**config.mk**
```make
export PLATFORM = sky130hd
export DESIGN_NAME = nf10_axis_downsizer_256_64
export DESIGN_NICKNAME = d
export VERILOG_FILES = /design/src/rtl/nf10_axis_downsizer_256_64.sv
export SDC_FILE = /design/constraint.sdc
export NUM_CORES = 1
export LEC_CHECK = 0
export CAP_MARGIN = 0
export CORE_AREA = 2 2 244 246
export DETAILED_ROUTE_END_ITERATION = 10
export DIE_AREA = 0 0 246 248
export GPL_TIMING_DRIVEN = 0
export SLEW_MARGIN = 10
export SYNTH_ARGS = -nofsm -noshare
export SYNTH_HDL_FRONTEND = slang
export SYNTH_SLANG_ARGS = --single-unit
export TNS_END_PERCENT = 5
```
**constraint.sdc**
```tcl
create_clock -name ACLK -period 29.5 [get_ports ACLK]
set_input_delay 5.9 -clock ACLK [delete_from_list [all_inputs] [get_ports ACLK]]
set_output_delay 5.9 -clock ACLK [all_outputs]
set_load 0.05 [all_outputs]
```
**src/rtl/nf10_axis_downsizer_256_64.sv**
```systemverilog
// nf10_axis_downsizer_256_64: serialises wide internal AXI4-Stream words into narrow port-side beats
// Ports:
//   ACLK, ARESET        clock, asynchronous active-high reset
//   S_AXIS_*            256-bit slave stream (TDATA/TSTRB/TUSER/TLAST/TVALID/TREADY)
//   M_AXIS_*            64-bit master stream, lane 0 first, TUSER repeated on every beat
module nf10_axis_downsizer_256_64 #(
    parameter int C_S_AXIS_TDATA_WIDTH = 256,
    parameter int C_M_AXIS_TDATA_WIDTH = 64,
    parameter int C_S_AXIS_TUSER_WIDTH = 128,
    parameter int C_M_AXIS_TUSER_WIDTH = 128
) (
    input  logic                              ACLK,
    input  logic                              ARESET,
    input  logic [C_S_AXIS_TDATA_WIDTH-1:0]   S_AXIS_TDATA,
    input  logic [C_S_AXIS_TDATA_WIDTH/8-1:0] S_AXIS_TSTRB,
    input  logic [C_S_AXIS_TUSER_WIDTH-1:0]   S_AXIS_TUSER,
    input  logic                              S_AXIS_TLAST,
    input  logic                              S_AXIS_TVALID,
    output logic                              S_AXIS_TREADY,
    output logic [C_M_AXIS_TDATA_WIDTH-1:0]   M_AXIS_TDATA,
    output logic [C_M_AXIS_TDATA_WIDTH/8-1:0] M_AXIS_TSTRB,
    output logic [C_M_AXIS_TUSER_WIDTH-1:0]   M_AXIS_TUSER,
    output logic                              M_AXIS_TLAST,
    output logic                              M_AXIS_TVALID,
    input  logic                              M_AXIS_TREADY
);
    localparam int RATIO = C_S_AXIS_TDATA_WIDTH / C_M_AXIS_TDATA_WIDTH;
    localparam int LW = RATIO > 1 ? $clog2(RATIO) : 1;
    localparam int MSW = C_M_AXIS_TDATA_WIDTH / 8;
    typedef enum logic {EMPTY, SEND} state_t;
    state_t state_q, state_d;
    logic [RATIO-1:0][C_M_AXIS_TDATA_WIDTH-1:0] data_q, data_d;
    logic [RATIO-1:0][MSW-1:0] strb_q, strb_d, s_strb;
    logic [C_S_AXIS_TUSER_WIDTH-1:0] user_q, user_d;
    logic last_q, last_d;
    logic [LW-1:0] lane_q, lane_d, last_lane_q, last_lane_d, load_last_lane;
    logic at_last, s_hs, m_hs;
    assign s_strb = S_AXIS_TSTRB;
    assign at_last = lane_q == last_lane_q;
    // Ready looks through to M_AXIS_TREADY so a new word loads as the final lane leaves
    assign S_AXIS_TREADY = !ARESET && (state_q == EMPTY || (M_AXIS_TREADY && at_last));
    assign s_hs = S_AXIS_TVALID && S_AXIS_TREADY;
    assign m_hs = state_q == SEND && M_AXIS_TREADY;
    assign M_AXIS_TVALID = state_q == SEND;
    assign M_AXIS_TDATA = data_q[lane_q];
    assign M_AXIS_TSTRB = strb_q[lane_q];
    assign M_AXIS_TUSER = user_q;
    assign M_AXIS_TLAST = last_q && at_last;
    // Highest lane carrying any strobe; an all-zero word still emits lane 0
    always_comb begin
        load_last_lane = '0;
        for (int k = 0; k < RATIO; k++)
            if (|s_strb[k]) load_last_lane = LW'(k);
    end
    always_comb begin
        state_d = state_q;
        data_d = data_q;
        strb_d = strb_q;
        user_d = user_q;
        last_d = last_q;
        lane_d = lane_q;
        last_lane_d = last_lane_q;
        if (s_hs) begin
            state_d = SEND;
            data_d = S_AXIS_TDATA;
            strb_d = S_AXIS_TSTRB;
            user_d = S_AXIS_TUSER;
            last_d = S_AXIS_TLAST;
            lane_d = '0;
            last_lane_d = load_last_lane;
        end else if (m_hs) begin
            lane_d = at_last ? lane_q : lane_q + 1'b1;
            state_d = at_last ? EMPTY : SEND;
        end
    end
    always_ff @(posedge ACLK or posedge ARESET) begin
        if (ARESET) begin
            state_q <= EMPTY;
            data_q <= '0;
            strb_q <= '0;
            user_q <= '0;
            last_q <= 1'b0;
            lane_q <= '0;
            last_lane_q <= '0;
        end else begin
            state_q <= state_d;
            data_q <= data_d;
            strb_q <= strb_d;
            user_q <= user_d;
            last_q <= last_d;
            lane_q <= lane_d;
            last_lane_q <= last_lane_d;
        end
    end
endmodule

```
==> results of run 1 <==
power breakdown:
part | switching [mW] | total (mW) | internal, mW
registers | 0.149 | 1.03 | 0.878
clock network | 0.245 | 0.643 | 0.399
logic | 1.06 | 1.84 | 0.778
total | 1.45 | 3.51 | 2.05
layer usage:
layer	track usage [%]	up-vias	share of wire (%)	wire length (um)
met1	22.1	5926	38	22300
met2	31.3	457	49	28800
li1	-	5082	-	-
met5	0	-	0.096	56
met3	6.21	99	9.2	5340
met4	7.50	8	3.1	1800
layout make-up:
type / instances / area, sq um / area share [%]
inverter: 2 / 15.0 / 0.0568
timing repair buffer: 626 / 6320 / 23.9
multi-input combinational: 522 / 6510 / 24.6
clock inverter: 11 / 159 / 0.601
buffer: 62 / 300 / 1.14
sequential: 422 / 10600 / 39.9
antenna: 13 / 32.5 / 0.123
tap: 773 / 967 / 3.66
clock buffer: 81 / 1580 / 5.97
logic make-up (layout without fill, tap and decap cells):
kind of cell / after synthesis / after routing / synth area share [%]
muxes: 489 / 489 / 36.3
DFF: 422 / 422 / 60.8
buffers and inverters: 64 / 782 / 1.76
and+or+nand+nor: 22 / 22 / 0.669
AOI/OAI and AO/OA: 7 / 7 / 0.259
xor gates and xnor gates: 4 / 4 / 0.202
other: 0 / 13 / 0
worst reg2reg max path: cells and delay by family (launching register included):
family,cells,cell delay (ns)
compound gates,1,0.58
xor+xnor,1,0.24
buf+inv,2,0.97
flops,1,0.43
mux,1,0.41
state kept, by name, summed over array words and instances, names as in the netlist:
register / flops
strb_q: 32
last_q: 1
M_AXIS_TUSER: 128
lane_q: 2
M_AXIS_TVALID: 1
last_lane_q: 2
data_q: 256
worst max-delay path by stage:
stage                             start          endpoint  slack (ns)  cells after the start
final                     M_AXIS_TREADY     S_AXIS_TREADY       16.05                      4
after CTS                 M_AXIS_TREADY     S_AXIS_TREADY       16.05                      4
after floorplan                  ARESET   M_AXIS_TUSER[0]       11.85                      1
after detailed placement  M_AXIS_TREADY     S_AXIS_TREADY       16.05                      4
after global routing      M_AXIS_TREADY     S_AXIS_TREADY       16.02                      4
after global placement           ARESET  M_AXIS_TUSER[12]        6.40                      2
cell usage after synthesis:
master and number:
sky130_fd_sc_hd__nand3_1 1, sky130_fd_sc_hd__a21oi_1 2, sky130_fd_sc_hd__mux2_2 417, sky130_fd_sc_hd__and3_1 1, sky130_fd_sc_hd__inv_1 2, sky130_fd_sc_hd__nand2_1 6, sky130_fd_sc_hd__buf_2 53, sky130_fd_sc_hd__a31oi_2 1
sky130_fd_sc_hd__nor2_1 4, sky130_fd_sc_hd__dfrtp_1 422, sky130_fd_sc_hd__a31oi_1 2, sky130_fd_sc_hd__mux4_2 72, sky130_fd_sc_hd__xnor2_1 4, sky130_fd_sc_hd__buf_1 2, sky130_fd_sc_hd__nand2b_1 1, sky130_fd_sc_hd__nor3b_1 2
sky130_fd_sc_hd__clkbuf_1 7, sky130_fd_sc_hd__and3b_1 1, sky130_fd_sc_hd__o21ai_0 2, sky130_fd_sc_hd__nor4_1 6
stage by stage:
step / utilization (%) / cells
global route: 45.2 / 2509
detailed placement: 42.2 / 2407
floorplan: - / 1008
CTS: 45.2 / 2499
global placement: 42.1 / 2404
finish: 45.2 / 2512
==> metrics.txt, run 1 <==
outcome=finished, final reports clean; IR drop worst, VDD=approximately 83 uV; synthesis-to-finish area growth=52.2%; final number of max-transition violations=0; overall die width=roughly 250 um; iteration count of the initial detailed-routing pass=4; FF+latch count, synth=approximately 420; number of library cell types mapped by synthesis=20; Clk pin slew, worst setup/hold paths=0.05 ns; IO Pins=around 620; number of buffers added for setup after CTS=0; Starting Density=between 20% and 30%; nets in the synthesized netlist=roughly 1400; number of cells upsized or downsized after cts=0; DRT Wirelength=roughly 58000 um; length in cells of the worst reg-to-reg path=5; Top delay family on crit path=buffers and inverters; routed via count divided by cell count=roughly 4.6; post-placement cell area=about 0.025 sq mm; CTS sink count=422; most frequent cells in the layout=sky130_fd_sc_hd__clkdlybuf4s50_1, sky130_fd_sc_hd__dfrtp_1, sky130_fd_sc_hd__mux2_2; r2r endpoint=data_q[79]; Max Buffers Root-to-Sink=3; standard cell core area=a little under 0.06 sq mm; timing-limited maximum frequency=around 0.074 GHz; number of buffers inserted during clock tree synthesis=approximately 50; critical path endpoint category=output port; most frequent standard cell in the layout excluding fill and tap cells=sky130_fd_sc_hd__clkdlybuf4s50_1; Area contributors post-synth=sky130_fd_sc_hd__dfrtp_1, sky130_fd_sc_hd__mux2_2, sky130_fd_sc_hd__mux4_2; minimum period implied by the final worst setup slack=~13 ns; fraction of the cycle the final worst path needs=45.6%; largest net degree at the start of global routing=114; data arrival time of the critical path=between 7 and 8 ns; Reg2Reg Launch Point=lane_q[0]; Max stage delay cell, worst path=sky130_fd_sc_hd__clkdlybuf4s50_1; antenna violations before repair=17; post-route total power=3.51 mW; DRT iter0 DRCs=roughly 390; FF-to-FF setup slack=roughly 27 ns; Hold Crit Class=reg2reg; routed wire length per instance=between 20 and 25 um; post-synth design cell area=roughly 0.017 sq mm; relative slew slack=33.0%; post-place setup slack=16.05 ns; RePlAce Congestion=0.820; PD cells=roughly 130 mW/mm^2; count of maximum capacitance violations=0; worst hold slack=~0.50 ns; Syn Area/Cell=between 15 and 20 sq um; overall global routing resource usage=18.7%; total buffers and inverters traversed by the critical path=2; Worst Min Path Start=data_q[175]; DRC violation count after routing=0; overall die area=0.0610 sq mm; synthesized instance count=1008; RSZ-0062 raised after global routing=no; number of nets in the layout=around 2100; highest cell delay on the worst timing path=0.84 ns; CTS Hold Buffers Added=0; yosys synthesis warning count=0; class of the most critical setup path=in2out; clock tree from TritonCTS=done; hold-critical path depth=1; share of final-layout standard cells stronger than drive strength 1=between 30 and 40%; Post-Layout Inst Area=0.0264 sq mm; total of buffers placed on input and output ports=approximately 620; final total negative setup slack=0 ns; critical path, cell by cell=clkdlybuf4s50_1 -> a31oi_1 -> nor2_1 -> clkdlybuf4s50_1; worst slew pin tran=about 1.0 ns; remaining global-route overflow=0; HPWL after detailed placement=roughly 44000 um; global-route wire length before repair=~83000 um; Clock Latency Late Sink=0.57 ns; total number of vias=between 10000 and 15000; Hold Violations, Final=0; CTS H-tree depth=2; Yosys top cell by area=sky130_fd_sc_hd__dfrtp_1; remaining antenna violation count=0; number of global-route vias before repair=between 10000 and 15000; endpoint with the worst hold slack=data_q[175]; Static Leak=roughly 11 nW; setup-violating endpoint count in the final report=0; fraction of synthesized cell area taken by the top area cell type=60.8%; fill cell count=5255; startpoint kind of the worst setup timing path=primary input; Die Y=248 um; cell at the root of the clock tree=sky130_fd_sc_hd__clkbuf_16; Placement Rows=between 80 and 90; maximum fanout along the worst path=4; Post-Route Skew=between 0.015 and 0.02 ns; sequential cell area fraction in the yosys report=about three fifths; endpoint required time on the critical path=23.60 ns; most common cell type on the critical path=sky130_fd_sc_hd__clkdlybuf4s50_1; post-layout worst setup margin=approximately 16 ns
Note: power is estimated with default switching activity, not from simulation.
==> run 2: changes to the inputs <==
==> constraint.sdc (replaced) <==
create_clock -name ACLK -period 13.67 [get_ports ACLK]
set_input_delay 2.734 -clock ACLK [delete_from_list [all_inputs] [get_ports ACLK]]
set_output_delay 2.734 -clock ACLK [all_outputs]
set_load 0.05 [all_outputs]
==> run 2 against run 1 <==
Clock-buffer cell count fell by 3. Worst setup slack got worse by 9.5 ns. Cell count rose by 0.24%. Clock power rose by 110%. Critical path type unchanged. Register-to-register slack got worse by 16 ns. Via count barely moved. Utilization rose by 0.21 points.
==> metrics.txt, run 2 (synthesis gave the netlist of run 1 again) <==
total number of vias=~12000; RePlAce Congestion=0.789; Die Y=roughly 250 um; overall global routing resource usage=18.7%; most common cell type on the critical path=sky130_fd_sc_hd__clkdlybuf4s50_1; flip-flop count of the largest register, all copies and words added=between 200 and 300; total of buffers placed on input and output ports=roughly 620; Placement Rows=89; antenna violations before repair=11; timing-limited maximum frequency=approximately 0.14 GHz; overall die area=0.0610 sq mm; most frequent standard cell in the layout excluding fill and tap cells=sky130_fd_sc_hd__clkdlybuf4s50_1; DRT Wirelength=57700 um; clock tree from TritonCTS=done; overall die width=about 250 um; iteration count of the initial detailed-routing pass=4; post-layout worst setup margin=6.58 ns; remaining global-route overflow=0; DRT iter0 DRCs=around 330; fraction of the cycle the final worst path needs=51.9%; CTS sink count=around 420; endpoint required time on the critical path=around 11 ns; remaining antenna violation count=0; startpoint kind of the worst setup timing path=primary input; CTS Hold Buffers Added=0; share of final-layout standard cells stronger than drive strength 1=between 30% and 40%; minimum period implied by the final worst setup slack=7.09 ns; number of cells upsized or downsized after cts=0; largest net degree at the start of global routing=38; highest cell delay on the worst timing path=between 0.8 and 0.9 ns; Clk pin slew, worst setup/hold paths=around 0.05 ns; data arrival time of the critical path=between 4 and 5 ns; routed via count divided by cell count=roughly 4.6; standard cell core area=roughly 0.06 sq mm; outcome=finished, final reports clean; Post-Route Skew=0.0179 ns; critical path endpoint category=output port; Static Leak=around 11 nW; number of buffers inserted during clock tree synthesis=50; PD cells=roughly 280 mW/mm^2; routed wire length per instance=about 23 um; number of nets in the layout=2117; fill cell count=between 5000 and 6000; IO Pins=around 620; RSZ-0062 raised after global routing=no; most frequent cells in the layout=sky130_fd_sc_hd__clkdlybuf4s50_1, sky130_fd_sc_hd__dfrtp_1, sky130_fd_sc_hd__mux2_2; Hold Violations, Final=0; Max Buffers Root-to-Sink=3; register with the highest flop count=data_q; HPWL after detailed placement=44300 um; DRC violation count after routing=0; Hold Crit Class=reg2reg; critical path, cell by cell=clkdlybuf4s50_1 -> a31oi_1 -> nor2_1 -> clkdlybuf4s50_1; worst slew pin tran=roughly 1.1 ns; global-route wire length before repair=84000 um; Max stage delay cell, worst path=sky130_fd_sc_hd__clkdlybuf4s50_1; post-place setup slack=about 6.6 ns; number of buffers added for setup after CTS=0; cell at the root of the clock tree=sky130_fd_sc_hd__clkbuf_16; final number of max-transition violations=0; maximum fanout along the worst path=4; IR drop worst, VDD=about 190 uV; count of maximum capacitance violations=0; relative slew slack=between 20 and 30%; Clock Latency Late Sink=between 0.5 and 0.6 ns; synthesis-to-finish area growth=52.9%; class of the most critical setup path=in2out; worst hold slack=roughly 0.5 ns; final total negative setup slack=0 ns; Starting Density=between 20% and 30%; CTS H-tree depth=2; number of global-route vias before repair=roughly 13000; setup-violating endpoint count in the final report=0
[run 2: worst max-delay path, delay by kind of cell]
family | cells | cell delay [ns]
AO/OA/AOI/OAI | 1 | 0.13
buffers and inverters | 2 | 1.37
AND/OR/NAND/NOR | 1 | 0.12
[run 2: metrics by stage]
stage	utilization (%)	std cells	total power [mW]	cell area [sq um]
finish	45.4	2518	7.54	26600
global placement	42.1	2404	6.17	24600
global route	45.4	2518	7.89	26600
floorplan	-	1008	4.86	17400
detailed placement	42.5	2417	6.24	24900
CTS	45.4	2511	7.64	26600
[run 2: final timing paths]
path / from / to / slack [ns] / cells past startpoint
worst max-delay path: M_AXIS_TREADY / S_AXIS_TREADY / 6.58 / 4
worst min-delay path: data_q[146] / data_q[146] / 0.50 / 1
worst max register to register: lane_q[0] / data_q[148] / 11.07 / 5
worst min register to register: data_q[146] / data_q[146] / 0.50 / 1
max in group asynchronous: ARESET / M_AXIS_TUSER[13] / 9.48 / 7
min in group asynchronous: ARESET / M_AXIS_TUSER[120] / 2.66 / 2
[run 2: power by group]
part           internal (mW)  switching, mW
Combinational           1.69           2.28
Sequential              1.89          0.316
Clock                  0.821          0.535
[run 2: cell type report]
class	count	area, sq um	share of cell area [%]
inverter	2	11.3	0.0424
multi-input combinational	522	6510	24.5
sequential	422	10600	39.7
antenna	7	17.5	0.0659
timing repair buffer	636	6500	24.5
clock inverter	16	138	0.518
tap	773	967	3.64
clock buffer	78	1560	5.87
buffer	62	299	1.13
[run 2: routing by layer]
layer	part of all wire (%)	global-route usage, %
met5	0.080	0
met4	2.7	5.72
met3	8.2	6.53
met2	50	32.2
met1	39	21.9
==> run 3: changes to the inputs <==
==> constraint.sdc (replaced) <==
create_clock -name ACLK -period 7.2 [get_ports ACLK]
set_input_delay 1.44 -clock ACLK [delete_from_list [all_inputs] [get_ports ACLK]]
set_output_delay 1.44 -clock ACLK [all_outputs]
set_load 0.05 [all_outputs]
==> results of run 3 <==
The final DEF is identical to that of run 2. Status: finished, final reports clean.
Main changes from that run: setup slack after placement 6.58 ns -> 2.42 ns; setup slack after layout 6.58 ns -> 2.00 ns; start point of the critical path M_AXIS_TREADY -> lane_q[1]; end point of the critical path S_AXIS_TREADY -> M_AXIS_TDATA[17]; register-to-register setup slack 11.07 ns -> 4.60 ns; total power 7.54 mW -> 14.3 mW; worst IR drop on VDD 187 uV -> 356 uV
